**config.mk**
```make
export PLATFORM = sky130hd
export DESIGN_NAME = pipeline_broadcast_fifo_flat
export DESIGN_NICKNAME = d
export VERILOG_FILES = /design/src/rtl/pipeline_broadcast_fifo_if.sv /design/src/rtl/pipeline_broadcast_fifo.sv /design/src/flat_wrapper.sv
export SDC_FILE = /design/constraint.sdc
export NUM_CORES = 1
export LEC_CHECK = 0
export CAP_MARGIN = 10
export CORE_UTILIZATION = 48
export CTS_CLUSTER_SIZE = 20
export DETAILED_ROUTE_END_ITERATION = 8
export HOLD_SLACK_MARGIN = 0.08
export PLACE_DENSITY = 0.78
export SETUP_SLACK_MARGIN = 0.1
export SLEW_MARGIN = 10
export SYNTH_ARGS = -nofsm -noshare
export SYNTH_HDL_FRONTEND = slang
export SYNTH_SLANG_ARGS = --single-unit
```
**constraint.sdc**
```tcl
create_clock -name clk -period 1.64 [get_ports clk]
set_input_delay 0.246 -clock clk [delete_from_list [all_inputs] [get_ports clk]]
set_output_delay 0.246 -clock clk [all_outputs]
set_load 0.05 [all_outputs]
```
**src/rtl/pipeline_broadcast_fifo_if.sv**
```systemverilog
// Producer and N-consumer handshake bundle for pipeline_broadcast_fifo.
// slave = the fifo block, master = the surrounding producer/consumers.
interface pipeline_broadcast_fifo_if #(
   parameter int N     = 2,
   parameter int W     = 32,
   parameter int DEPTH = 2
);
   localparam int CW = $clog2(DEPTH + 1);

   logic                   i_valid;
   logic                   i_ready;
   logic [W-1:0]           i_data;
   logic [N-1:0]           i_mask;
   logic [N-1:0]           o_valid;
   logic [N-1:0]           o_ready;
   logic [N-1:0][W-1:0]    o_data;
   logic [N-1:0][CW-1:0]   o_count;

   modport master (
      output i_valid, i_data, i_mask, o_ready,
      input  i_ready, o_valid, o_data, o_count
   );

   modport slave (
      input  i_valid, i_data, i_mask, o_ready,
      output i_ready, o_valid, o_data, o_count
   );
endinterface

```
**src/rtl/pipeline_broadcast_fifo.sv**
```systemverilog
// Masked broadcast of one producer into N per-channel DEPTH-entry FIFOs; entries visible 1 cycle after accept.
// Backpressure: i_ready drops only when a masked channel is full (registered), never from o_ready.
module pipeline_broadcast_fifo #(
   parameter int N     = 2,
   parameter int W     = 32,
   parameter int DEPTH = 2
) (
   input logic                      clk,
   input logic                      rst_n,
   pipeline_broadcast_fifo_if.slave bus
);
   localparam int CW = $clog2(DEPTH + 1);
   localparam int PW = (DEPTH > 1) ? $clog2(DEPTH) : 1;

   logic [N-1:0] full;
   logic         accept;

   // Registered full flags only, so a same-cycle pop never frees a slot for the producer.
   assign bus.i_ready = &(~bus.i_mask | ~full);
   assign accept      = bus.i_valid & bus.i_ready;

   for (genvar g = 0; g < N; g++) begin : g_ch
      logic [W-1:0]  mem [DEPTH];
      logic [PW-1:0] wr_ptr;
      logic [PW-1:0] rd_ptr;
      logic [CW-1:0] count;
      logic          vld;
      logic          push;
      logic          pop;

      assign push    = accept & bus.i_mask[g];
      assign pop     = vld & bus.o_ready[g];
      assign full[g] = (count == CW'(DEPTH));

      always_ff @(posedge clk or negedge rst_n) begin
         if (!rst_n) begin
            for (int k = 0; k < DEPTH; k++) begin
               mem[k] <= '0;
            end
            wr_ptr <= '0;
            rd_ptr <= '0;
            count  <= '0;
            vld    <= 1'b0;
         end else begin
            if (push) begin
               mem[wr_ptr] <= bus.i_data;
               wr_ptr      <= (wr_ptr == PW'(DEPTH - 1)) ? '0 : wr_ptr + PW'(1);
            end
            if (pop) begin
               rd_ptr <= (rd_ptr == PW'(DEPTH - 1)) ? '0 : rd_ptr + PW'(1);
            end
            case ({push, pop})
               2'b10: begin
                  count <= count + CW'(1);
                  vld   <= 1'b1;
               end
               2'b01: begin
                  count <= count - CW'(1);
                  vld   <= (count != CW'(1));
               end
               default: ;
            endcase
         end
      end

      assign bus.o_data[g]  = mem[rd_ptr];
      assign bus.o_valid[g] = vld;
      assign bus.o_count[g] = count;
   end
endmodule

```
**src/flat_wrapper.sv**
```systemverilog
// flat-port wrapper written by rule: the top's interface ports become plain ports
module pipeline_broadcast_fifo_flat 
#(
   parameter int N     = 2,
   parameter int W     = 32,
   parameter int DEPTH = 2
)
  (clk, rst_n, bus_i_valid, bus_i_data, bus_i_mask, bus_o_ready, bus_i_ready, bus_o_valid, bus_o_data, bus_o_count);
  pipeline_broadcast_fifo_if #(.N(N), .W(W), .DEPTH(DEPTH)) bus_i ();
  input logic clk;
  input logic rst_n;
  input wire logic [$bits(bus_i.i_valid)-1:0] bus_i_valid;
  input wire logic [$bits(bus_i.i_data)-1:0] bus_i_data;
  input wire logic [$bits(bus_i.i_mask)-1:0] bus_i_mask;
  input wire logic [$bits(bus_i.o_ready)-1:0] bus_o_ready;
  output wire logic [$bits(bus_i.i_ready)-1:0] bus_i_ready;
  output wire logic [$bits(bus_i.o_valid)-1:0] bus_o_valid;
  output wire logic [$bits(bus_i.o_data)-1:0] bus_o_data;
  output wire logic [$bits(bus_i.o_count)-1:0] bus_o_count;
  assign bus_i.i_valid = bus_i_valid;
  assign bus_i.i_data = bus_i_data;
  assign bus_i.i_mask = bus_i_mask;
  assign bus_i.o_ready = bus_o_ready;
  assign bus_i_ready = bus_i.i_ready;
  assign bus_o_valid = bus_i.o_valid;
  assign bus_o_data = bus_i.o_data;
  assign bus_o_count = bus_i.o_count;
  pipeline_broadcast_fifo #(.N(N), .W(W), .DEPTH(DEPTH)) u_core (.clk(clk), .rst_n(rst_n), .bus(bus_i));
endmodule
```
==> out/results.txt <==
# DRC: 0
Via Count: 4030
Clock Path Buffers: 2
grt total ovfl: 0
total of max-cap violations: 0
initial antenna violation count: 0
share of cells above drive strength 1: 65.5%
kind of cell adding the most delay to the critical path: simple AND/OR/NAND/NOR gates
CP max FO: 5
H-tree depth: 4
DIE AREA: 0.0134 sq mm
CP Launch Type: register
vias in the first global route: 4204
EDFF count, synth: 0
Primary FF master, synth: dfrtp_1
Critical Path RT: 1.95 ns
CP peak stage delay: 0.42 ns
unrepaired setup endpoints after global routing: yes
GPL Wtd Cong: 0.768
Syn Inst Count: 394
Synth Area per Inst: 15.8 sq um
Arrival @ worst endpoint: 2.23 ns
Synthesis Warnings: 0
min cycle time layout: 1.93 ns
clock skew: 0.0166 ns
die outline width: 116 um
Post-DP HPWL: 8530 um
cell chain of the critical path: ha_4 -> nand2_4 -> nand4b_1 -> nor2_4 -> buf_4 -> buf_6 -> buf_16 -> mux2_4
antenna-violating nets left: 0
cell with the largest stage delay on the worst path: dfrtp_2
clk sinks: 138
sequential-to-total area share from yosys stat: 55.5%
area of the multi-input gates: 0.00306 sq mm
Fmax: 519 MHz
final period utilization: 117%
Nets: 609
Yosys reg bits: 138
WHS: 0.323 ns
Boundary Pins: 110
commonest non-fill, non-tap cell in the layout: mux2_4
Worst Setup End Kind: register
Starting Density: 49.3%
first-pass GRT wire length: 23500 um
FF/Latch Area: 0.00346 sq mm
Final Hold Viols: 0
Tot GR Track Use: 24.1%
Pre-Repair DR Iteration Count: 4
core box area: 0.0126 sq mm
Fill cells: 710
WP buf/inv: 3
most frequent cells in the layout: 145 x mux2_4, 132 x dfrtp_1, 57 x buf_6
vias per inst: 5.37
Vert. Die Dim: 116 um
CTS Buf Count: 17
Port Buf Inserts: 109
largest net degree at the start of global routing: 49
TritonCTS clock tree: built
Total Wirelength: 17800 um
kind of critical path: register to register
Slew Viols, Final: 0
library cells used by synthesis: 24
antenna diode count: 0
Synthesized Nets: 437
Clk pin slew, worst setup/hold paths: 0.06 ns
failing checks: negative setup slack
fin worst setup slack: -0.286 ns
Layout Area Growth over Synthesis: 54.7%
Slew Limit Headroom: 67.7%
Post-Synthesis Cell Area: 0.00622 sq mm
setup_tns: -41.40 ns
status: finished with violations
post-synthesis async set-or-reset flop share: 100%
Root Buffer: clkbuf_16
DR WL/cell: 23.8 um
Worst-Skew Late Latency: 0.43 ns
worst slew pin tran: 0.485 ns
Setup-failing EPs final: 194
number of DRC markers in iteration 0: 240
Hold Crit Class: primary input to async pin
# rows: 41
## stage by stage
stage / setup WS [ns] / utilization (%) / std cells / area (sq um)
final: -0.286 / 76.2 / 751 / 9620
after global routing: -0.346 / 76.2 / 751 / 9620
after floorplan: -0.283 / - / 394 / 6290
after detailed placement: -0.267 / 60.0 / 681 / 7570
after global placement: -0.216 / 60.0 / 681 / 7570
after CTS: -0.217 / 71.4 / 737 / 9010
## synth_stat cells (3+ instances only)
cell type	n	share of area (%)
mux2_2	159	29
dfrtp_1	138	56
mux2_4	30	7.2
buf_4	8	0.97
nand2_1	8	0.48
xnor2_1	8	1.1
clkbuf_1	6	0.36
buf_2	5	0.40
inv_1	5	0.30
ha_1	4	0.80
mux2_1	4	0.72
buf_12	3	0.97
mux2i_1	3	0.48
## cell type report
| type | instances | area share, % |
|---|---|---|
| sequential | 138 | 36.0 |
| inverter | 5 | 0.195 |
| clock buffer | 26 | 5.40 |
| clock inverter | 6 | 0.624 |
| multi-input combinational | 228 | 31.8 |
| tap | 172 | 2.24 |
| timing repair buffer | 176 | 23.8 |
## cell families after synthesis
group,share of synthesized area (%)
adders and majority gates,1.13
AOI/OAI and AO/OA,0.262
DFF,55.5
and+or+nand+nor,1.55
buffers and inverters,3.18
xor gates and xnor gates,1.13
muxes,37.2
## state kept, by name (all words and copies together) (netlist names)
name / flops
u_core.g_ch.mem: 128
u_core.g_ch.count: 4
u_core.g_ch.rd_ptr: 2
u_core.g_ch.vld: 2
u_core.g_ch.wr_ptr: 2
## timing repair
item,CTS,global route
setup endpoints to repair,195,195
buffers inserted,16,7
hold endpoints to repair,42,0
gates cloned,8,8
hold buffers,1,0
gates resized for setup,126,104
pin swaps,2,4
## per-layer routing
metal  vias up  share of wire (%)  global-route usage (%)
met2       107                 53                    40.1
met5         -                  0                       0
met1      2147                 42                    30.7
met4         0                1.6                    8.46
met3        28                3.6                    5.86
li1       1748                  -                       -
## final timing paths
path,depth (start not counted),end,start,slack (ns)
setup / recovery,8,u_core.g_ch[0].mem[61],u_core.g_ch[1].count[1],-0.29
hold / removal,2,u_core.g_ch[1].mem[55],rst_n,0.32
setup reg to reg,8,u_core.g_ch[0].mem[61],u_core.g_ch[1].count[1],-0.29
hold reg to reg,1,u_core.g_ch[1].mem[14],u_core.g_ch[1].mem[14],0.50
max in group asynchronous,3,u_core.g_ch[0].mem[8],rst_n,0.69
min in group clk,4,u_core.g_ch[1].vld,bus_o_ready[1],0.44
Power is left out: the tool's default activity adds up to more than one toggle a clock period on the data nets, which glitch-free logic cannot reach.
